File: config.mk
export PLATFORM = sky130hd
export DESIGN_NAME = exe_stage_md
export DESIGN_NICKNAME = d
export VERILOG_FILES = /design/src/rtl/exe_stage_md.sv
export SDC_FILE = /design/constraint.sdc
export NUM_CORES = 1
export LEC_CHECK = 0
export ABC_AREA = 1
export CAP_MARGIN = 10
export CORE_AREA = 3 3 164 286
export CTS_CLUSTER_DIAMETER = 200
export DETAILED_ROUTE_END_ITERATION = 16
export DIE_AREA = 0 0 167 289
export PLACE_DENSITY = 0.81
export SLEW_MARGIN = 0
export SYNTH_ARGS = -nofsm -noshare
export SYNTH_HDL_FRONTEND = slang
export SYNTH_SLANG_ARGS = --single-unit
File: constraint.sdc
create_clock -name clk -period 7.5 [get_ports clk]
set_input_delay 1.5 -clock clk [delete_from_list [all_inputs] [get_ports clk]]
set_output_delay 1.5 -clock clk [all_outputs]
set_load 0.1 [all_outputs]
File: src/rtl/exe_stage_md.sv
// Execute stage: add/sub, address generation with byte-lane store requests,
// and an iterative restoring divider that stalls the pipe while it works.
module exe_stage_md #(
   parameter int XLEN  = 32,
   parameter int NLANE = XLEN / 8
) (
   input  logic                clk,
   input  logic                resetn,
   input  logic                flush,
   input  logic                id_to_exe_valid,
   output logic                exe_allowin,
   input  logic [XLEN-1:0]     in_pc,
   input  logic [2:0]          in_op,
   input  logic [XLEN-1:0]     in_src1,
   input  logic [XLEN-1:0]     in_src2,
   input  logic [1:0]          in_size,
   input  logic [XLEN-1:0]     in_store_data,
   input  logic                in_rf_we,
   input  logic [4:0]          in_rf_waddr,
   input  logic                mem_allowin,
   output logic                exe_to_mem_valid,
   output logic [XLEN-1:0]     out_pc,
   output logic [XLEN-1:0]     out_result,
   output logic                out_is_load,
   output logic [1:0]          out_size,
   output logic                out_misalign,
   output logic                out_rf_we,
   output logic [4:0]          out_rf_waddr,
   output logic                data_sram_en,
   output logic [NLANE-1:0]    data_sram_we,
   output logic [XLEN-1:0]     data_sram_addr,
   output logic [XLEN-1:0]     data_sram_wdata,
   output logic                fwd_rf_we,
   output logic [4:0]          fwd_rf_waddr,
   output logic [XLEN-1:0]     fwd_data,
   output logic                fwd_data_ok
);

   localparam int LB = $clog2(NLANE);
   localparam int CW = $clog2(XLEN);

   localparam logic [2:0] OP_ADD   = 3'd0;
   localparam logic [2:0] OP_SUB   = 3'd1;
   localparam logic [2:0] OP_DIV   = 3'd2;
   localparam logic [2:0] OP_DIVU  = 3'd3;
   localparam logic [2:0] OP_MOD   = 3'd4;
   localparam logic [2:0] OP_MODU  = 3'd5;
   localparam logic [2:0] OP_LOAD  = 3'd6;
   localparam logic [2:0] OP_STORE = 3'd7;

   typedef enum logic [1:0] {S_IDLE, S_BUSY, S_DONE} state_e;

   logic              exe_valid_q, exe_valid_d;
   logic [XLEN-1:0]   pc_q, pc_d;
   logic [2:0]        op_q, op_d;
   logic [XLEN-1:0]   src1_q, src1_d;
   logic [XLEN-1:0]   src2_q, src2_d;
   logic [1:0]        size_q, size_d;
   logic [XLEN-1:0]   sdata_q, sdata_d;
   logic              rf_we_q, rf_we_d;
   logic [4:0]        rf_waddr_q, rf_waddr_d;

   state_e            state_q, state_d;
   logic [CW-1:0]     count_q, count_d;
   logic [XLEN-1:0]   div_a_q, div_a_d;   // partial remainder
   logic [XLEN-1:0]   div_q_q, div_q_d;   // dividend shifting out, quotient shifting in
   logic [XLEN-1:0]   div_m_q, div_m_d;   // divisor magnitude
   logic              q_neg_q, q_neg_d;
   logic              r_neg_q, r_neg_d;

   logic              is_div, is_signed, is_load, is_store, is_mem;
   logic              ready_go, misalign;
   logic [XLEN-1:0]   sum, diff, a_abs, b_abs, quo_fix, rem_fix, div_res, result;
   logic [XLEN:0]     shifted, trial;
   logic              ge;
   logic [NLANE-1:0]  lane_mask;
   logic [XLEN-1:0]   wdata_rep;

   assign is_div    = (op_q == OP_DIV) | (op_q == OP_DIVU) | (op_q == OP_MOD) | (op_q == OP_MODU);
   assign is_signed = (op_q == OP_DIV) | (op_q == OP_MOD);
   assign is_load   = (op_q == OP_LOAD);
   assign is_store  = (op_q == OP_STORE);
   assign is_mem    = is_load | is_store;

   assign ready_go         = !is_div | (state_q == S_DONE);
   assign exe_allowin      = !exe_valid_q | (ready_go & mem_allowin);
   assign exe_to_mem_valid = exe_valid_q & ready_go & !flush;

   assign sum  = src1_q + src2_q;
   assign diff = src1_q - src2_q;

   assign a_abs = (is_signed & src1_q[XLEN-1]) ? -src1_q : src1_q;
   assign b_abs = (is_signed & src2_q[XLEN-1]) ? -src2_q : src2_q;

   // One restoring step: shift in the next dividend bit, subtract if it fits.
   assign shifted = {div_a_q, div_q_q[XLEN-1]};
   assign trial   = shifted - {1'b0, div_m_q};
   assign ge      = shifted >= {1'b0, div_m_q};

   assign quo_fix = q_neg_q ? -div_q_q : div_q_q;
   assign rem_fix = r_neg_q ? -div_a_q : div_a_q;
   assign div_res = ((op_q == OP_DIV) | (op_q == OP_DIVU)) ? quo_fix : rem_fix;

   always_comb begin
      case (op_q)
         OP_SUB:                           result = diff;
         OP_DIV, OP_DIVU, OP_MOD, OP_MODU: result = div_res;
         default:                          result = sum;
      endcase
   end

   always_comb begin
      case (size_q)
         2'd0:    misalign = 1'b0;
         2'd1:    misalign = sum[0];
         2'd2:    misalign = |sum[1:0];
         default: misalign = (XLEN == 64) ? |sum[2:0] : 1'b1;
      endcase
      misalign = misalign & is_mem;
   end

   always_comb begin
      case (size_q)
         2'd0: begin
            lane_mask = NLANE'(1);
            wdata_rep = {NLANE{sdata_q[7:0]}};
         end
         2'd1: begin
            lane_mask = NLANE'(3);
            wdata_rep = {(NLANE/2){sdata_q[15:0]}};
         end
         2'd2: begin
            lane_mask = NLANE'(4'hF);
            wdata_rep = {(NLANE/4){sdata_q[31:0]}};
         end
         default: begin
            lane_mask = '1;
            wdata_rep = sdata_q;
         end
      endcase
   end

   // NOTE: every always_comb target gets a default first so no path leaves it unassigned (no latch).
   always_comb begin
      exe_valid_d = flush ? 1'b0 : (exe_allowin ? id_to_exe_valid : exe_valid_q);
      pc_d        = pc_q;
      op_d        = op_q;
      src1_d      = src1_q;
      src2_d      = src2_q;
      size_d      = size_q;
      sdata_d     = sdata_q;
      rf_we_d     = rf_we_q;
      rf_waddr_d  = rf_waddr_q;
      if (id_to_exe_valid & exe_allowin) begin
         pc_d       = in_pc;
         op_d       = in_op;
         src1_d     = in_src1;
         src2_d     = in_src2;
         size_d     = in_size;
         sdata_d    = in_store_data;
         rf_we_d    = in_rf_we;
         rf_waddr_d = in_rf_waddr;
      end
   end

   always_comb begin
      state_d = state_q;
      count_d = count_q;
      div_a_d = div_a_q;
      div_q_d = div_q_q;
      div_m_d = div_m_q;
      q_neg_d = q_neg_q;
      r_neg_d = r_neg_q;
      if (flush) begin
         state_d = S_IDLE;
         count_d = '0;
      end else begin
         case (state_q)
            S_IDLE: begin
               if (exe_valid_q & is_div) begin
                  count_d = '0;
                  if (src2_q == '0) begin
                     // Divide by zero: quotient all ones, remainder is the raw dividend.
                     div_q_d = '1;
                     div_a_d = src1_q;
                     q_neg_d = 1'b0;
                     r_neg_d = 1'b0;
                     state_d = S_DONE;
                  end else begin
                     div_q_d = a_abs;
                     div_a_d = '0;
                     div_m_d = b_abs;
                     q_neg_d = is_signed & (src1_q[XLEN-1] ^ src2_q[XLEN-1]);
                     r_neg_d = is_signed & src1_q[XLEN-1];
                     state_d = S_BUSY;
                  end
               end
            end
            S_BUSY: begin
               div_a_d = ge ? trial[XLEN-1:0] : shifted[XLEN-1:0];
               div_q_d = {div_q_q[XLEN-2:0], ge};
               count_d = count_q + CW'(1);
               if (count_q == CW'(XLEN - 1)) begin
                  count_d = '0;
                  state_d = S_DONE;
               end
            end
            default: begin
               if (!exe_valid_q | mem_allowin) state_d = S_IDLE;
            end
         endcase
      end
   end

   // NOTE: sequential state uses non-blocking assignments so all flops update from pre-edge values.
   always_ff @(posedge clk or negedge resetn) begin
      if (!resetn) begin
         exe_valid_q <= 1'b0;
         pc_q        <= '0;
         op_q        <= OP_ADD;
         src1_q      <= '0;
         src2_q      <= '0;
         size_q      <= '0;
         sdata_q     <= '0;
         rf_we_q     <= 1'b0;
         rf_waddr_q  <= '0;
         state_q     <= S_IDLE;
         count_q     <= '0;
         div_a_q     <= '0;
         div_q_q     <= '0;
         div_m_q     <= '0;
         q_neg_q     <= 1'b0;
         r_neg_q     <= 1'b0;
      end else begin
         exe_valid_q <= exe_valid_d;
         pc_q        <= pc_d;
         op_q        <= op_d;
         src1_q      <= src1_d;
         src2_q      <= src2_d;
         size_q      <= size_d;
         sdata_q     <= sdata_d;
         rf_we_q     <= rf_we_d;
         rf_waddr_q  <= rf_waddr_d;
         state_q     <= state_d;
         count_q     <= count_d;
         div_a_q     <= div_a_d;
         div_q_q     <= div_q_d;
         div_m_q     <= div_m_d;
         q_neg_q     <= q_neg_d;
         r_neg_q     <= r_neg_d;
      end
   end

   assign out_pc       = pc_q;
   assign out_result   = result;
   assign out_is_load  = is_load;
   assign out_size     = size_q;
   assign out_misalign = misalign;
   assign out_rf_we    = rf_we_q & !misalign;
   assign out_rf_waddr = rf_waddr_q;

   assign data_sram_en    = exe_valid_q & is_mem & !misalign & !flush;
   assign data_sram_we    = (is_store & data_sram_en) ? NLANE'(lane_mask << sum[LB-1:0]) : '0;
   assign data_sram_addr  = sum;
   assign data_sram_wdata = wdata_rep;

   assign fwd_rf_we    = exe_valid_q & rf_we_q;
   assign fwd_rf_waddr = rf_waddr_q;
   assign fwd_data     = result;
   assign fwd_data_ok  = exe_valid_q & !is_load & ready_go;

endmodule

==> metrics.md <==
| Metric | Value |
|---|---|
| Fin crit share | 83.2% |
| Hold buffers post-CTS | 0 |
| Pin count of the biggest net entering global routing | 161 |
| Post-synth EDFFs | 0 |
| Clock buffer count from CTS | 26 |
| Total vias in the final route | 24653 |
| WL/cell | 24.6 um |
| Final hold viol count | 0 |
| Sequential cell area | 6130 um^2 |
| Area occupied by multi-input gates | 13100 um^2 |
| Synth cell count leaders | nand2_1, inv_1, nor2_1 |
| Seq cells post-synth | 245 |
| Synthesized area | 21900 um^2 |
| Ys async rst share | 100% |
| Synth Flop Type | dfrtp_1 |
| Worst hold path class | reg -> reg |
| CTS H-tree lvls | 1 |
| CP Class | reg -> out |
| Clk sinks | 245 |
| Initial Util | 48.6% |
| Layout fillers | 4389 |
| Antenna Violating Nets Remaining | 0 |
| Hold Path Depth | 2 |
| Seq/Total Area, Yosys | 28.1% |
| RSZ-0062 raised after global routing | no |
| Syn. warnings | 0 |
| Worst setup SP type | flip-flop |
| Initial antenna violation count | 3 |
| First-pass GRT wire length | 151000 um |
| I/O Buffers | 327 |
| Setup violation total in the final timing report | 0 |
| # DRC | 0 |
| Clock Latency Late Sink | 0.60 ns |
| Slowest CP cell | clkdlybuf4s50_1 |
| Maximum root-to-sink buffer count | 3 |
| FMAX | 0.160 GHz |
| Syn_nets | 3650 |
| Worst-margin pin slew | 1.13 ns |
| Finished Core Util | 58.1% |
| Synth top area share | 28.1% |
| Vias per inst | 5.84 |
| Cell taking the most area after synthesis | dfrtp_1 |
| Die width | 167 um |
| I/O pin cnt | 328 |
| Slew Viols, Final | 0 |
| Relative slew slack | 24.6% |
| Worst EP required | 6.00 ns |
| Flop2flop setup slack | 2.78 ns |
| Most used cell, CP | inv_2 |
| P&R area growth vs syn | 19.6% |
| Period minus WS final | 6.24 ns |
| CP Max Fanout | 22 |
| Crit path launch | op_q[2]$_DFFE_PN0P_ |
| Die height | 289 um |
| Mapped Cells | 3403 |
| CTS tree | built |
| RR Startpoint | op_q[2]$_DFFE_PN0P_ |
| Status | finished, final reports clean |
| Worst Hold End | div_m_q[11]$_DFFE_PN0P_ |
| Share of layout cells above drive strength 1 | 5.19% |
| # resized after CTS | 0 |
| Layout net count | 3872 |
| Nature of the critical path endpoint | primary output |
| Mean area per synthesized cell | 6.42 um^2 |
| MaxCap Viol Count | 0 |
| Hold wc startpoint | div_m_q[11]$_DFFE_PN0P_ |
| Worst-path cell chain | inv_2, nand2_1, nand2_2, inv_2, o311ai_0, clkdlybuf4s50_1 |
| Layout Skew | 0.0300 ns |
| Core Area | 45000 um^2 |
| GPL Wtd Cong | 1.09 |
| Vias in the first global route | 24507 |
| Clock transition at path regs | 0.06 ns |
| Worst path arrival time | 4.74 ns |
| Congestion Overflow GR | 0 |
| Die ar. | 48300 um^2 |
| Iter 0 DRT Violations | 2268 |
| Row count | 103 |
| Count leader, synth | nand2_1 |
| R2R depth | 10 |
| Delay of the slowest critical-path stage | 1.29 ns |
| Largest cells by area after synthesis | dfrtp_1, nand2_1, inv_1 |
| Hpwl dp | 84000 um |
| Critical path's top delay family | buffers and inverters |
| Bufs and invs on worst path | 3 |
| Synth unique cells | 51 |
| DRT Pass-1 Iters | 9 |
| GR Util All Layers | 41.8% |
| Detailed Route WL | 104000 um |
| Root buf cell | clkbuf_16 |
| Post-CTS Repair Setup Buffers | 0 |
| Reg-to-Reg End | src1_q[10]$_DFFE_PN0P_ |
==> area by class of cell <==
| class | count | area share [%] |
|---|---|---|
| tap | 577 | 2.76 |
| timing repair buffer | 357 | 13.5 |
| sequential | 245 | 23.5 |
| antenna | 2 | 0.0191 |
| multi-input combinational | 2515 | 49.9 |
| clock inverter | 12 | 0.579 |
| clock buffer | 36 | 2.90 |
| inverter | 480 | 6.89 |
==> registers in the layout (all words and copies together) (netlist names), 2 cells and up <==
name,flops
div_a_q,32
div_m_q,32
div_q_q,32
out_pc,32
sdata_q,32
src1_q,32
src2_q,32
count_q,5
fwd_rf_waddr,5
op_q,3
out_size,2
state_q,2
==> metrics by stage <==
step | std cells | hold slack [ns] | cell area [um^2] | setup TNS [ns] | setup WS [ns]
2_1_floorplan | 3403 | 0.449 | 21900 | -0.478 | -0.213
3_5_place_dp | 4172 | 0.476 | 25200 | 0 | 1.86
6_report | 4224 | 0.491 | 26100 | 0 | 1.26
4_1_cts | 4220 | 0.493 | 26100 | 0 | 1.36
5_1_grt | 4223 | 0.515 | 26100 | 0 | 1.12
3_3_place_gp | 4172 | 0.473 | 25200 | 0 | 1.91
==> how the worst max path moves through the flow <==
stage	to	slack, ns	cells after the start
after floorplan	data_sram_we[2]	-0.21	8
after global placement	data_sram_we[2]	1.91	5
after detailed placement	data_sram_we[2]	1.86	5
after CTS	fwd_data[1]	1.36	8
after global routing	fwd_data[1]	1.12	8
final	out_result[3]	1.26	6
==> cell usage in the layout (no fill, tap or decap), types with 50 or more instances in the layout <==
master / n
a21oi_1: 245
clkdlybuf4s50_1: 325
dfrtp_1: 245
ha_1: 100
inv_1: 470
mux2_2: 50
nand2_1: 867
nand3_1: 322
nand4_1: 68
nor2_1: 360
o21ai_0: 196
xor2_1: 75
==> per-layer routing <==
metal,global-route usage (%),part of all wire [%]
met2,70.2,47
met5,0,0.012
met1,41.0,32
met3,8.52,7.9
met4,44.7,13
==> cell families after synthesis <==
kind of cell	share of synthesized area (%)
multiplexers	3.35
adder cells (fa/ha/maj)	6.00
flip-flops	28.1
AO/OA/AOI/OAI	13.3
buffers and inverters	12.3
AND/OR/NAND/NOR	33.6
XOR/XNOR	3.33
==> tightest hold or removal path, cell delays in order (launching register included) <==
cell	delay, ns
dfrtp_1	0.34
nand2_1	0.06
o21ai_0	0.06
Power is not shown: default switching activity piles up to over one toggle a cycle in this logic, so the estimate is an artifact.
